File: config.mk
export PLATFORM = sky130hd
export DESIGN_NAME = key_cmd_decoder
export DESIGN_NICKNAME = d
export VERILOG_FILES = /design/src/rtl/key_cmd_decoder_pkg.sv /design/src/rtl/key_cmd_decoder_repeat_timer.sv /design/src/rtl/key_cmd_decoder.sv
export SDC_FILE = /design/constraint.sdc
export NUM_CORES = 1
export LEC_CHECK = 0
export BUFFER_PORTS_ARGS = -buffer_cell sky130_fd_sc_hd__buf_4
export CELL_PAD_IN_SITES_DETAIL_PLACEMENT = 1
export CELL_PAD_IN_SITES_GLOBAL_PLACEMENT = 2
export CORE_AREA = 2 2 181 183
export DETAILED_ROUTE_END_ITERATION = 8
export DIE_AREA = 0 0 183 185
export GPL_ROUTABILITY_DRIVEN = 0
export PLACE_DENSITY_LB_ADDON = 0.1
export RECOVER_POWER = 25
export SLEW_MARGIN = 20
export SYNTH_ARGS = -nofsm -noshare
export SYNTH_HDL_FRONTEND = slang
export SYNTH_HIERARCHICAL = 1
export SYNTH_SLANG_ARGS = --single-unit
File: constraint.sdc
create_clock -name clk -period 2.2 [get_ports clk]
set_clock_uncertainty 0.1 [all_clocks]
set_input_delay 0.22 -clock clk [delete_from_list [all_inputs] [get_ports clk]]
set_output_delay 0.22 -clock clk [all_outputs]
set_load 0.1 [all_outputs]
File: src/rtl/key_cmd_decoder_pkg.sv
// Shared keyboard definitions for the key command decoder.
//   - key_event bit positions (valid strobe, E0 prefix, break flag, scan code)
//   - PS/2 set-2 scan-code constants for every mapped key
//   - key index enumeration; its order is the bit order of the held bitmap
//   - decode_key(): one-hot key vector for a (E0, scan code) pair
package key_cmd_decoder_pkg;

    localparam int KEV_VALID  = 10;
    localparam int KEV_E0     = 9;
    localparam int KEV_BREAK  = 8;

    localparam int NUM_KEYS   = 15;  // width of the held bitmap
    localparam int NUM_MAPPED = 13;  // indices 13/14 are reserved, never set

    // Plain codes (E0 must be 0)
    localparam logic [7:0] SC_W     = 8'h1D;
    localparam logic [7:0] SC_A     = 8'h1C;
    localparam logic [7:0] SC_S     = 8'h1B;
    localparam logic [7:0] SC_D     = 8'h23;
    localparam logic [7:0] SC_BOOM1 = 8'h16;
    localparam logic [7:0] SC_BOOM2 = 8'h69;
    localparam logic [7:0] SC_PAUSE = 8'h4D;
    localparam logic [7:0] SC_SPACE = 8'h29;
    localparam logic [7:0] SC_RESET = 8'h2D;
    // Extended codes (E0 must be 1)
    localparam logic [7:0] SC_UP    = 8'h75;
    localparam logic [7:0] SC_LEFT  = 8'h6B;
    localparam logic [7:0] SC_DOWN  = 8'h72;
    localparam logic [7:0] SC_RIGHT = 8'h74;

    typedef enum logic [3:0] {
        K_W, K_A, K_S, K_D, K_BOOM1, K_BOOM2, K_PAUSE, K_SPACE, K_RESET,
        K_UP, K_LEFT, K_DOWN, K_RIGHT, K_RSVD0, K_RSVD1
    } key_idx_e;

    // Keys with auto-repeat: A, S, D, LEFT, DOWN, RIGHT (bits 1,2,3,10,11,12)
    localparam logic [NUM_KEYS-1:0] REPEAT_MASK = 15'h1C0E;

    function automatic logic [NUM_KEYS-1:0] decode_key(input logic e0, input logic [7:0] code);
        logic [NUM_KEYS-1:0] v;
        v = '0;
        if (!e0) begin
            case (code)
                SC_W:     v[K_W]     = 1'b1;
                SC_A:     v[K_A]     = 1'b1;
                SC_S:     v[K_S]     = 1'b1;
                SC_D:     v[K_D]     = 1'b1;
                SC_BOOM1: v[K_BOOM1] = 1'b1;
                SC_BOOM2: v[K_BOOM2] = 1'b1;
                SC_PAUSE: v[K_PAUSE] = 1'b1;
                SC_SPACE: v[K_SPACE] = 1'b1;
                SC_RESET: v[K_RESET] = 1'b1;
                default:  v = '0;
            endcase
        end else begin
            case (code)
                SC_UP:    v[K_UP]    = 1'b1;
                SC_LEFT:  v[K_LEFT]  = 1'b1;
                SC_DOWN:  v[K_DOWN]  = 1'b1;
                SC_RIGHT: v[K_RIGHT] = 1'b1;
                default:  v = '0;
            endcase
        end
        return v;
    endfunction

endpackage

File: src/rtl/key_cmd_decoder_repeat_timer.sv
// Auto-repeat timer for one key.
//   clk, rst : clock, async active-high reset (counter to 0)
//   load     : initial make of the key; start the first-repeat delay
//   clear    : break of the key; stop and zero the counter, suppress expiry
//   active   : key currently held; counter runs only while set
//   expire   : combinational one-cycle pulse when the counter is at 0
module repeat_timer #(
    parameter int DELAY  = 30_000_000,
    parameter int PERIOD = 8_000_000,
    parameter int CW     = 25
) (
    input  logic clk,
    input  logic rst,
    input  logic load,
    input  logic clear,
    input  logic active,
    output logic expire
);

    logic [CW-1:0] cnt_q, cnt_d;

    always_comb begin
        cnt_d  = cnt_q;
        expire = 1'b0;
        if (clear) begin
            // break beats a same-cycle expiry
            cnt_d = '0;
        end else if (load) begin
            cnt_d = CW'(DELAY - 1);
        end else if (active) begin
            if (cnt_q == '0) begin
                expire = 1'b1;
                cnt_d  = CW'(PERIOD - 1);
            end else begin
                cnt_d = cnt_q - 1'b1;
            end
        end
    end

    always_ff @(posedge clk or posedge rst) begin
        if (rst) cnt_q <= '0;
        else     cnt_q <= cnt_d;
    end

endmodule

File: src/rtl/key_cmd_decoder.sv
// PS/2 key event to game command decoder.
//   clk, rst      : clock, async active-high reset
//   key_event     : [10] valid, [9] E0, [8] break, [7:0] scan code
//   swap          : exchange player-1 / player-2 routing of command pulses
//   p1_*, p2_*    : per-player movement pulses (one cycle, registered)
//   boom1, boom2  : per-player special-action pulses
//   pause, space, game_reset : global command pulses
//   held          : held-key bitmap, bit order = key_idx_e
module key_cmd_decoder
    import key_cmd_decoder_pkg::*;
#(
    parameter int REPEAT_DELAY  = 30_000_000,
    parameter int REPEAT_PERIOD = 8_000_000
) (
    input  logic        clk,
    input  logic        rst,
    input  logic [10:0] key_event,
    input  logic        swap,
    output logic        p1_up,
    output logic        p1_down,
    output logic        p1_left,
    output logic        p1_right,
    output logic        p2_up,
    output logic        p2_down,
    output logic        p2_left,
    output logic        p2_right,
    output logic        boom1,
    output logic        boom2,
    output logic        pause,
    output logic        space,
    output logic        game_reset,
    output logic [14:0] held
);

    localparam int CNT_MAX = (REPEAT_DELAY > REPEAT_PERIOD) ? REPEAT_DELAY : REPEAT_PERIOD;
    localparam int CW      = (CNT_MAX > 1) ? $clog2(CNT_MAX) : 1;

    logic [NUM_KEYS-1:0]   hit, make_v, brk_v, new_press;
    logic [NUM_KEYS-1:0]   held_q, held_d;
    // Physical key state. Deliberately not reset: it remembers keys that
    // were down across a reset so their typematic resends are not taken as
    // fresh presses. It only updates outside reset.
    logic [NUM_KEYS-1:0]   down_q, down_d;
    wire  [NUM_MAPPED-1:0] expire;
    logic [NUM_MAPPED-1:0] key_pulse;
    logic [4:0]            grp_a, grp_b;   // {boom, right, left, down, up}
    logic [4:0]            p1_q, p1_d, p2_q, p2_d;
    logic [2:0]            glob_q, glob_d; // {game_reset, space, pause}

    always_comb begin
        hit       = key_event[KEV_VALID] ? decode_key(key_event[KEV_E0], key_event[7:0]) : '0;
        make_v    = key_event[KEV_BREAK] ? '0  : hit;
        brk_v     = key_event[KEV_BREAK] ? hit : '0;
        new_press = make_v & ~held_q & ~down_q;
        held_d    = (held_q | new_press) & ~brk_v;
        down_d    = (down_q | new_press) & ~brk_v;
        key_pulse = new_press[NUM_MAPPED-1:0] | expire;

        grp_a  = {key_pulse[K_BOOM1], key_pulse[K_D], key_pulse[K_A],
                  key_pulse[K_S], key_pulse[K_W]};
        grp_b  = {key_pulse[K_BOOM2], key_pulse[K_RIGHT], key_pulse[K_LEFT],
                  key_pulse[K_DOWN], key_pulse[K_UP]};
        p1_d   = swap ? grp_b : grp_a;
        p2_d   = swap ? grp_a : grp_b;
        glob_d = {key_pulse[K_RESET], key_pulse[K_SPACE], key_pulse[K_PAUSE]};
    end

    for (genvar k = 0; k < NUM_MAPPED; k++) begin : g_key
        if (REPEAT_MASK[k]) begin : g_rpt
            repeat_timer #(
                .DELAY  (REPEAT_DELAY),
                .PERIOD (REPEAT_PERIOD),
                .CW     (CW)
            ) u_timer (
                .clk    (clk),
                .rst    (rst),
                .load   (new_press[k]),
                .clear  (brk_v[k]),
                .active (held_q[k]),
                .expire (expire[k])
            );
        end else begin : g_norpt
            assign expire[k] = 1'b0;
        end
    end

    always_ff @(posedge clk or posedge rst) begin
        if (rst) begin
            held_q <= '0;
            p1_q   <= '0;
            p2_q   <= '0;
            glob_q <= '0;
        end else begin
            held_q <= held_d;
            p1_q   <= p1_d;
            p2_q   <= p2_d;
            glob_q <= glob_d;
        end
    end

    always_ff @(posedge clk) begin
        if (!rst) down_q <= down_d;
    end

    assign p1_up      = p1_q[0];
    assign p1_down    = p1_q[1];
    assign p1_left    = p1_q[2];
    assign p1_right   = p1_q[3];
    assign boom1      = p1_q[4];
    assign p2_up      = p2_q[0];
    assign p2_down    = p2_q[1];
    assign p2_left    = p2_q[2];
    assign p2_right   = p2_q[3];
    assign boom2      = p2_q[4];
    assign pause      = glob_q[0];
    assign space      = glob_q[1];
    assign game_reset = glob_q[2];
    assign held       = held_q;

endmodule

==> flow_summary.json <==
{
  "final_antenna_net_count": 0,
  "min_from": "key_event[8]",
  "syn_avg_cell_area_um2": 9.22,
  "overflow": 0,
  "power.density_nw_per_um2": 577,
  "critical_path.cell_chain": "or4_4 > or3_4 > clkinv_4 > or2_4 > nor2_2 > or3_1 > a21oi_2",
  "clock.fmax_mhz": 452,
  "grt_pass1_wl_um": 58600,
  "critical_path_class": "register to register",
  "nFillCells": 3726,
  "final_max_slew_viol_count": 0,
  "finalSetupViolations": 1,
  "synth_edf_count": 13,
  "violations": "setup timing",
  "final_hold_viol_count": 0,
  "drive_gt1_share_pct": 30.5,
  "worst-r2r-cell-count": 7,
  "final_cell_area_um2": 14600,
  "synth_xor_area_share_pct": 3.72,
  "nets": 1467,
  "ios": 42,
  "syn-cell-area_um2": 11300,
  "period_minus_slack_ns": 2.21,
  "clk_pin_slew_ns": 0.08,
  "ys_types": 61,
  "r2r-end": "g_key[1].g_rpt.u_timer/cnt_q[16]$_DFFE_PP0P_",
  "placed_area_um2": 13400,
  "arrival_ns": 2.50,
  "area_growth_pct": 28.9,
  "finalPower_mw": 8.39,
  "antenna_found_initial": 2,
  "relSlewSlack_pct": 53.1,
  "worst_setup_path_end_kind": "register",
  "cp_max_fo": 4,
  "vdd_ir_drop_max_mv": 0.543,
  "die-width_um": 183,
  "synth_most_common_cell": "dfrtp_1",
  "setup_slack_ns": -0.0115,
  "hpwl_um": 25500,
  "synth_flop_cell": "dfrtp_1",
  "cts_buffer_depth": 2,
  "ys_seq_area_share_pct": 42.5,
  "track_usage_pct": 21.6,
  "drt_iter0_drc": 402,
  "worst_ep_required_time_ns": 2.49,
  "synth_top_family_by_area": "simple AND/OR/NAND/NOR gates",
  "tritoncts": "built",
  "slowest_stage": "or4_4",
  "core-area_um2": 32000,
  "synth_compound_area_share_pct": 18.4,
  "grt_max_degree": 30,
  "hold-worst-slack_ns": 0.0276,
  "tightest_slew_ns": 0.703,
  "synth_top_area_share_pct": 39.0,
  "yosysWarnings": 6,
  "synth_top_area_cell": "dfrtp_1",
  "portBuffers": 39,
  "htreeDepth": 4,
  "holdPathStages": 3,
  "power_leakage_nw": 5.95,
  "synth_seq_cells": 189,
  "synth-simple-area-share_pct": 29.3,
  "syn-instance-count": 1225,
  "worstHoldEndpoint": "glob_q[2]$_DFF_PP0_",
  "drcViolationCount": 0,
  "synth_commonest_cells": "176 x dfrtp_1, 120 x a21oi_1, 106 x nor2_1",
  "synth_area_leaders": "dfrtp_1 39%, a21oi_1 5.3%, nor3_1 3.5%",
  "dp.cells": 1804,
  "cts.sinks": 189,
  "rsz0062_at_grt": "true",
  "max-cap-violations": 0,
  "regToRegSetupSlack_ns": -0.01,
  "crit_path_max_incr_delay_ns": 0.49,
  "drt-total-wl_um": 35200,
  "pre_cts_slack_ns": -0.0128,
  "reg2reg_from": "held[1]$_DFF_PP0_",
  "dr_total_vias": 10400,
  "detail_route.wl_per_cell_um": 18.8,
  "setup_tns_ns": -0.0115,
  "worstSetupStartpointType": "register",
  "routed_via_density": 5.54,
  "num_rows": 66,
  "synth.area.mux_share_pct": 0.355,
  "first_pass_iters": 5,
  "final_util_pct": 45.4,
  "start_util_pct": 35.2,
  "period_share_pct": 101,
  "die_y_um": 185,
  "grt_pass1_vias": 10800,
  "cts_buffers": 17,
  "clock_latency_ns": 0.46,
  "layout.cells.non_filler": 1871,
  "cts_root_buf": "clkbuf_16",
  "async_reset_ff_share_pct": 93.1,
  "hold_path_class": "input pin to register",
  "dieArea_um2": 33900,
  "status": "finished with violations",
  "synthAdderAreaFrac_pct": 0.665
}
[cells in the final DEF (no fill, tap or decap), drive strengths merged, types with 9 or more instances in the layout]
| cell | instances |
|---|---|
| a21oi | 126 |
| a311oi | 12 |
| a31oi | 35 |
| a32o | 12 |
| a41o | 12 |
| and3 | 33 |
| buf | 270 |
| clkbuf | 24 |
| dfrtp | 176 |
| edfxtp | 13 |
| inv | 66 |
| nand2 | 61 |
| nand2b | 17 |
| nand3 | 17 |
| nand4 | 25 |
| nand4bb | 9 |
| nor2 | 106 |
| nor3 | 80 |
| nor4 | 66 |
| nor4b | 13 |
| o21a | 28 |
| o21ai | 51 |
| o22ai | 12 |
| or3 | 51 |
| or4 | 9 |
| xor2 | 42 |
[report_power, final]
part / switching (mW) / internal (mW) / leakage, nW / total [mW]
Clock: 1.59 / 1.62 / 0.286 / 3.22
Combinational: 0.642 / 0.523 / 3.58 / 1.16
Sequential: 0.267 / 3.74 / 2.08 / 4.01
Total: 2.50 / 5.89 / 5.95 / 8.39
[layer usage]
layer | wire length (um) | global-route usage, % | share of wire (%) | vias up
met1 | 16600 | 28.7 | 47 | 5207
met5 | 0 | 0 | 0 | -
met3 | 851 | 3.38 | 2.4 | 32
li1 | - | - | - | 5031
met4 | 519 | 6.05 | 1.5 | 0
met2 | 17300 | 36.7 | 49 | 88
[state kept, by name (all words and copies together) (netlist names)]
signal and flops:
held 13, g_key.g_rpt.u_timer/cnt_q 150, glob_q 3, p2_q 5, p1_q 5, down_q 13
[critical path: cells and delay by family (launching register included)]
| family | cells | cell delay (ns) |
|---|---|---|
| AND/OR/NAND/NOR | 5 | 1.33 |
| flip-flops | 1 | 0.48 |
| AO/OA/AOI/OAI | 1 | 0.14 |
| buffers and inverters | 1 | 0.08 |
[what timing repair did]
item,in CTS,in global routing
pin swaps,0,29
setup buffers,4,27
endpoints found under the hold margin,177,0
setup endpoints to repair,4,81
cloned,0,0
hold buffers,2,0
resized for setup,2,58
[worst max path at each step]
stage	start	to	slack, ns	cells after the start
2_1_floorplan	held[10]$_DFF_PP0_	p1_q[2]$_DFF_PP0_	-0.14	7
3_3_place_gp	key_event[7]	g_key[3].g_rpt.u_timer/cnt_q[5]$_DFFE_PP0P_	-0.02	10
3_5_place_dp	held[1]$_DFF_PP0_	g_key[1].g_rpt.u_timer/cnt_q[16]$_DFFE_PP0P_	-0.01	7
4_1_cts	held[1]$_DFF_PP0_	g_key[1].g_rpt.u_timer/cnt_q[16]$_DFFE_PP0P_	-0.02	7
5_1_grt	held[1]$_DFF_PP0_	g_key[1].g_rpt.u_timer/cnt_q[16]$_DFFE_PP0P_	-0.08	7
6_report	held[1]$_DFF_PP0_	g_key[1].g_rpt.u_timer/cnt_q[16]$_DFFE_PP0P_	-0.01	7
[layout make-up]
cell class | instances | area, um^2 | share of cell area [%]
diodes | 3 | 7.51 | 0.0516
clock buffers | 17 | 425 | 2.92
clock inverters | 15 | 170 | 1.17
inverters | 58 | 225 | 1.55
multi-input cells | 902 | 6260 | 43.0
flip-flops and latches | 189 | 4810 | 33.0
well taps | 408 | 510 | 3.51
repair buffers | 279 | 2150 | 14.8
[logic make-up after synthesis]
group	Yosys count
compound gates	321
simple gates	521
flops	189
fa+ha+maj	6
buf+inv	135
mux	4
other cells	1
xor+xnor	48
Power figures use the tool's default switching activity.
